**src/rtl/addr_queue_ctrl.sv**
```systemverilog
// Ready/valid FIFO controller in front of an external 1R1W synchronous-read SRAM.
// Optional flush input is enabled by defining ADDR_QUEUE_FLUSH_EN.
module addr_queue_ctrl #(
  parameter int unsigned DEPTH  = 8,
  parameter int unsigned WIDTH  = 10,
  parameter int unsigned ADDR_W = 3
) (
  input  logic              clock,
  input  logic              reset,
`ifdef ADDR_QUEUE_FLUSH_EN
  input  logic              flush,
`endif
  input  logic              enq_valid,
  output logic              enq_ready,
  input  logic [WIDTH-1:0]  enq_bits,
  output logic              deq_valid,
  input  logic              deq_ready,
  output logic [WIDTH-1:0]  deq_bits,
  output logic [ADDR_W:0]   count,
  output logic [ADDR_W-1:0] mem_W0_addr,
  output logic              mem_W0_en,
  output logic [WIDTH-1:0]  mem_W0_data,
  output logic [ADDR_W-1:0] mem_R0_addr,
  output logic              mem_R0_en,
  input  logic [WIDTH-1:0]  mem_R0_data
);

  localparam int unsigned CNT_W = ADDR_W + 1;

  logic [ADDR_W-1:0] wr_ptr;
  logic [ADDR_W-1:0] rd_ptr;
  logic [CNT_W-1:0]  count_q;
  logic [CNT_W-1:0]  unread;
  logic              rd_pend;
  logic              hold_valid;
  logic [WIDTH-1:0]  hold_data;

  logic flush_c;
  logic head_valid;
  logic enq_fire;
  logic deq_fire;
  logic rd_issue;

`ifdef ADDR_QUEUE_FLUSH_EN
  assign flush_c = flush;
`else
  assign flush_c = 1'b0;
`endif

  // Handshakes and SRAM port control; flush and reset block both sides.
  always_comb begin
    head_valid = rd_pend | hold_valid;
    enq_ready  = !reset && !flush_c && (count_q != CNT_W'(DEPTH));
    enq_fire   = enq_valid && enq_ready;
    deq_valid  = head_valid && !reset && !flush_c;
    deq_fire   = deq_valid && deq_ready;
    rd_issue   = !reset && !flush_c && (unread != '0) && (!head_valid || deq_fire);
    deq_bits   = hold_valid ? hold_data : mem_R0_data;
  end

  assign count       = count_q;
  assign mem_W0_en   = enq_fire;
  assign mem_W0_addr = wr_ptr;
  assign mem_W0_data = enq_bits;
  assign mem_R0_en   = rd_issue;
  assign mem_R0_addr = rd_ptr;

  // Slots are released on deq only, so a write never targets an address still in flight on R0.
  always_ff @(posedge clock) begin
    if (reset || flush_c) begin
      wr_ptr     <= '0;
      rd_ptr     <= '0;
      count_q    <= '0;
      unread     <= '0;
      rd_pend    <= 1'b0;
      hold_valid <= 1'b0;
      hold_data  <= '0;
    end else begin
      if (enq_fire) wr_ptr <= wr_ptr + ADDR_W'(1);
      if (rd_issue) rd_ptr <= rd_ptr + ADDR_W'(1);
      unread  <= unread + CNT_W'(enq_fire) - CNT_W'(rd_issue);
      count_q <= count_q + CNT_W'(enq_fire) - CNT_W'(deq_fire);
      rd_pend <= rd_issue;
      // Park read data that arrives while the consumer stalls.
      if (deq_fire) begin
        hold_valid <= 1'b0;
      end else if (rd_pend) begin
        hold_valid <= 1'b1;
        hold_data  <= mem_R0_data;
      end
    end
  end

endmodule
```
**config.mk**
```make
export PLATFORM = sky130hd
export DESIGN_NAME = addr_queue_ctrl
export DESIGN_NICKNAME = d
export VERILOG_FILES = /design/src/rtl/addr_queue_ctrl.sv
export SDC_FILE = /design/constraint.sdc
export NUM_CORES = 1
export LEC_CHECK = 0
export ABC_AREA = 1
export ABC_CLOCK_PERIOD_IN_PS = 2360
export CORE_ASPECT_RATIO = 0.9
export CORE_UTILIZATION = 40
export CTS_BUF_LIST = sky130_fd_sc_hd__clkbuf_8 sky130_fd_sc_hd__clkbuf_16
export DETAILED_ROUTE_END_ITERATION = 10
export PLACE_DENSITY = 0.72
export SLEW_MARGIN = 20
export SYNTH_ARGS = -nofsm -noshare
export SYNTH_HDL_FRONTEND = slang
export SYNTH_SLANG_ARGS = --single-unit
```
**constraint.sdc**
```tcl
create_clock -name clock -period 2.36 [get_ports clock]
set_clock_uncertainty 0.2 [all_clocks]
set_input_delay 0.472 -clock clock [delete_from_list [all_inputs] [get_ports clock]]
set_output_delay 0.472 -clock clock [all_outputs]
set_load 0.02 [all_outputs]
```
==> impl_results.md, run 1 <==
* Outcome: completed
* Grt peak-use layer: met2
* Cell Pwr Density at 945 nW/um2
* YS warnings at 0
* Slew headroom at a little over four fifths
* Cell taking the most area after synthesis: dfxtp_1
* Endpoints failing setup at 0
* Tcrit/Tclk final at 98.4%
* Setup repair after global routing missed its margin: false
* Met2 Use GR at 25.4%
* Vias per cell at about 4.5
* Clk Tree Root Cell: clkbuf_8
* Worst reg-to-reg setup slack at 0.18 ns
* Initial antenna violation count at 0
* Power, Total at ~2.1 mW
* Avg Inst Size Synth at 8.07 um2
* Crit Path Category: in2out
* Final hold vios at 0
* Setup TNS at 0 ns
* Worst Tran Pin Value at 0.233 ns
* Post-DRT Antenna Nets at 0
* GRT met3 Usage at 4.63%
* RD Place Congestion at 0.713
* Fmax at 431 MHz
* Crit path capture type: output port
* IO Port Bufs at 37
* Number of remaining DRC errors at 0
* Worst-Skew Late Latency at about 0.27 ns
* CTS H-tree lvls at 1
* Hold Path Origin: hold_data[6]
* Slew Viols, Final at 0
* Initial DRT Pass Iterations at 5
* FF+latch count, synth at 26
* Ant diodes at 0
* First DRT Iteration DRCs at 49
* Hold Path Depth at 2
* Full die area at between 4000 and 5000 um2
* Largest fanout on the critical path at 2
* CTS max path bufs at 2
* Met1 Use GR at a little over a fifth
* Cell Rows at 21
* RR Startpoint: count[2]
* FF+latch area at 520 um2
* First-pass GRT wire length at 5090 um
* Top Ports at 58
* Post-detailed-routing wire length at around 3200 um
* Max_cap viols at 0
* Syn_nets at 234
* CTS tree: yes
* Clock buffer count from CTS at 3
* Syn-to-layout area delta at 37.3%
* Startpoint types: input pin
* Period minus WS final at ~2.3 ns
* Top cell type's share of synthesized area at 32.9%
* Register area share after synthesis at 32.9%
* Post-synthesis cell area at 1580 um2
* Worst-path clk slew at 0.08 ns
* Multi-input gate area at ~860 um2
* Starting Density at approximately 42%
* Required time of the worst setup path at between 1.5 and 2 ns
* P_leak at ~1.1 nW
* Max VDD drop at 0.476 mV
* Gr usage total at 16.0%
* Crit path DAT at 1.65 ns
* HP Class: reg2reg
* Worst reg2reg path endpoint: count[2]
* Synth area leaders: dfxtp_1 33%, nand2_1 13%, ha_1 9.5%
* Die X at 68.3 um
* Hold Path End: hold_data[6]
* Dpl hpwl at 2420 um
* Netlist cell types at 27
* Core area at 3760 um2
* Fill cells at 329
* Via count at 1314
* Vias in the first global route at 1195
* Reg2reg path depth at 11
* Largest net degree at the start of global routing at 15
* GRT overflow at 0
* Post-layout nets at 283
* WHS at roughly 0.27 ns
* Die H at 61.7 um
* Cells after Synth at between 150 and 200
* Clk sinks at 26
* Share of cells above drive strength 1 at 27.0%
* Avg WL per Cell at 10.9 um
==> critical path: stages <==
cell and delay, ns:
clkdlybuf4s50_1 0.48, nand2_1 0.05, nand2_1 0.05, clkdlybuf4s50_1 0.59
==> cells in the final DEF (no fill, tap or decap), drive strengths merged <==
| cell | n |
|---|---|
| buf | 24 |
| inv | 26 |
| nand2 | 57 |
| nor3 | 1 |
| nand3 | 18 |
| xnor2 | 1 |
| o21ai | 2 |
| clkdlybuf4s50 | 22 |
| a21oi | 16 |
| o21a | 1 |
| dlymetal6s2s | 11 |
| dfxtp | 26 |
| fa | 2 |
| clkbuf | 4 |
| a31oi | 1 |
| and2 | 1 |
| ha | 12 |
| xor2 | 3 |
| dlygate4sd2 | 4 |
| nor2 | 12 |
==> cell type report <==
class / count / area share (%)
inverter: 26 / 4.61
tap: 46 / 2.65
multi-input combinational: 127 / 39.7
sequential: 26 / 24.0
timing repair buffer: 61 / 26.6
clock buffer: 4 / 2.53
==> metrics by stage <==
stage | instances | cell area (um2) | utilization [%] | setup slack [ns]
final | 290 | 2170 | 57.8 | 0.0378
after global routing | 290 | 2170 | 57.8 | 0.00707
after CTS | 290 | 2120 | 56.5 | 0.00165
after detailed placement | 286 | 2060 | 54.7 | -0.359
after global placement | 286 | 2060 | 54.7 | -0.310
after floorplan | 196 | 1580 | - | 0.0745
==> per-layer routing <==
layer | share of wire, % | vias to the layer above
met5 | 0 | -
met1 | 49 | 590
met3 | 3.8 | 2
met2 | 46 | 26
li1 | - | 696
met4 | 0.82 | 0
==> state kept, by name (all words and copies together), names as in the netlist <==
name / cells
hold_data: 10
count: 4
unread: 4
mem_R0_addr: 3
mem_W0_addr: 3
hold_valid: 1
rd_pend: 1
==> repair_timing <==
item,in CTS,in global routing
setup buffers,0,0
endpoints found under the setup margin,6,17
pin swaps,1,2
gates resized for setup,8,14
hold buffers,0,0
==> synth_stat cells <==
cell type  count
a21oi_1        5
a21oi_2       11
a31oi_1        1
and2_1         1
buf_2          2
buf_4         11
buf_8          1
bufbuf_8       1
clkbuf_1       2
dfxtp_1       26
fa_1           2
ha_1          12
inv_1         18
inv_2          7
inv_4          1
nand2_1       54
nand2_4        3
nand3_1        7
nand3_2        9
nand3_4        2
nor2_1        12
nor3_1         1
o21a_1         1
o21ai_1        1
o21ai_2        1
xnor2_1        1
xor2_1         3
==> power by group <==
group	switching [mW]	internal, mW	leakage (nW)	total, mW
logic	0.631	0.506	0.822	1.14
registers	0.0679	0.559	0.213	0.627
clock network	0.139	0.149	0.0288	0.288
total	0.838	1.21	1.06	2.05
==> worst max-delay path by stage <==
stage                         from  cells after the start  slack [ns]           to
detailed placement           reset                     11       -0.36    unread[2]
CTS                          reset                     11       0.002    unread[1]
floorplan                 count[2]                     11        0.07     count[2]
global placement             reset                     11       -0.31    unread[2]
finish              mem_R0_data[8]                      4        0.04  deq_bits[8]
global route        mem_R0_data[8]                      4       0.007  deq_bits[8]
==> logic make-up after synthesis <==
| logic type | after synthesis | synth area share [%] |
|---|---|---|
| buffers and inverters | 43 | 14.8 |
| AND/OR/NAND/NOR | 89 | 28.6 |
| AO/OA/AOI/OAI | 20 | 9.41 |
| XOR/XNOR | 4 | 2.22 |
| flip-flops | 26 | 32.9 |
| adder cells (fa/ha/maj) | 14 | 12.0 |
Note: power is estimated with default switching activity, not from simulation.
==> run 2: changes to the inputs <==
PLACE_DENSITY = 0.76   (was 0.72)
RECOVER_POWER = 100   (was unset)
==> impl_results.md, run 2 (same netlist as run 1, synthesis figures left out) <==
* GRT overflow at 0
* CTS tree: yes
* Vias per cell at 4.63
* Max reg flops at 10
* Full die area at 4210 um2
* Via count at 1347
* Syn-to-layout area delta at 29.7%
* Slew headroom at 53.6%
* Die X at between 60 and 70 um
* Crit path DAT at 2.23 ns
* Dpl hpwl at 2480 um
* Initial antenna violation count at 0
* Buf/Inv on CP at 3
* CTS H-tree lvls at 1
* Reg power frac at 30.6%
* Slowest stage cell, crit path: clkdlybuf4s50_1
* Initial DRT Pass Iterations at 4
* Top Ports at 58
* CP peak stage delay at roughly 0.52 ns
* Number of remaining DRC errors at 0
* Top sig layer: met4
* Int Pwr at approximately 1.2 mW
* Outcome: completed
* Required time of the worst setup path at 2.32 ns
* Cell Pwr Density at 1000 nW/um2
* Fmax at 440 MHz
* Commonest non-fill, non-tap cell in the layout: nand2_1
* CTS max path bufs at 2
* Vias in the first global route at about 1200
* Endpoints failing setup at 0
* Worst Tran Pin Value at 0.696 ns
* Clk sinks at 26
* Switching Share at between 40% and 50%
* Gr usage total at 16.4%
* Setup TNS at 0 ns
* Avg WL per Cell at 11.3 um
* Worst-Skew Late Latency at 0.27 ns
* Period minus WS final at 2.27 ns
* Setup repair after global routing missed its margin: false
* Met2 WL at 1590 um
* Max_cap viols at 0
* Final instance area at 2050 um2
* Logic pwr share at 51.5%
* Ant diodes at 0
* HP Class: reg2reg
* Startpoint types: input pin
* Share of cells above drive strength 1 at 23.3%
* Clk Tree Root Cell: clkbuf_8
* Core area at 3760 um2
* Wl on met1 at roughly 1500 um
* Slew Viols, Final at 0
* Post-detailed-routing wire length at 3300 um
* Starting Density at between 40% and 50%
* Critical path, cell by cell: clkdlybuf4s50_1 > nand3_4 > ha_1 > inv_1 > ha_1 > inv_1 > fa_2 > xor2_1 > nor2_1
* Biggest register: hold_data
* Max VDD drop at 0.533 mV
* RD Place Congestion at 0.777
* WHS at 0.268 ns
* Crit path capture type: register
* Cell Rows at 21
* Met3 wire len at 149 um
* Most frequent cells in the layout: 55 x nand2_1, 25 x dfxtp_1, 19 x buf_4
* Post-layout nets at 284
* First DRT Iteration DRCs at 63
* Tcrit/Tclk final at ~96%
* Hold buffer count at cts at 0
* Die H at 61.7 um
* First-pass GRT wire length at roughly 5000 um
* Power, Total at 2.06 mW
* Clock buffer count from CTS at 3
* Crit-path leading delay family: adder cells
* Clock Power Share at 17.8%
* Worst-path clk slew at around 0.09 ns
* Final hold vios at 0
* Largest net degree at the start of global routing at 16
* Largest fanout on the critical path at 3
* Crit Path Category: in2reg
* IO Port Bufs at 37
* Post-DRT Antenna Nets at 0
* P_leak at 0.969 nW
* Switching power at 0.826 mW
* Area post-placement at 2060 um2
run 2: repair_timing:
item,CTS,global route
pin swaps,3,1
buffers inserted,1,0
setup endpoints to repair,8,14
resized for setup,14,15
endpoints found under the hold margin,0,0
cloned,0,0
run 2: power by group through the flow:
| stage | clock network (mW) | registers, mW | logic, mW |
|---|---|---|---|
| after global placement | 0 | 0.637 | 1.09 |
| after detailed placement | 0 | 0.640 | 1.12 |
| final | 0.367 | 0.629 | 1.06 |
| after floorplan | 0 | 0.679 | 0.763 |
| after CTS | 0.377 | 0.631 | 1.14 |
| after global routing | 0.392 | 0.643 | 1.20 |
run 2: layer usage:
metal,vias to the layer above,track usage (%)
met5,-,0
met2,20,27.9
met4,0,5.06
met1,621,20.2
li1,702,-
met3,4,4.44
run 2: path summary, 6_finish.rpt:
| path | from | to | slack [ns] | cells after the start |
|---|---|---|---|---|
| setup / recovery | enq_valid | count[2] | 0.09 | 9 |
| hold / removal | hold_data[7] | hold_data[7] | 0.27 | 2 |
| setup reg to reg | count[2] | count[2] | 0.12 | 11 |
| hold reg to reg | hold_data[7] | hold_data[7] | 0.27 | 2 |
run 2: per-stage QoR:
step                setup WS [ns]  utilization (%)  cells
CTS                       0.00653             57.1    291
global route              0.00572             54.6    291
detailed placement         -0.392             54.7    286
finish                     0.0867             54.6    291
floorplan                  0.0745                -    196
global placement           -0.317             54.7    286
run 2: area by class of cell:
class	instances	area [um2]
sequential	26	522
inverter	26	100
timing repair buffer	62	484
fill	372	1710
tap	46	57.6
clock buffer	3	41.3
multi-input combinational	127	816
clock inverter	1	30.0
run 2: worst min-delay path, stage by stage (launching register included):
cell and delay [ns]:
dfxtp_1 0.32, nand2_1 0.06, a21oi_1 0.05
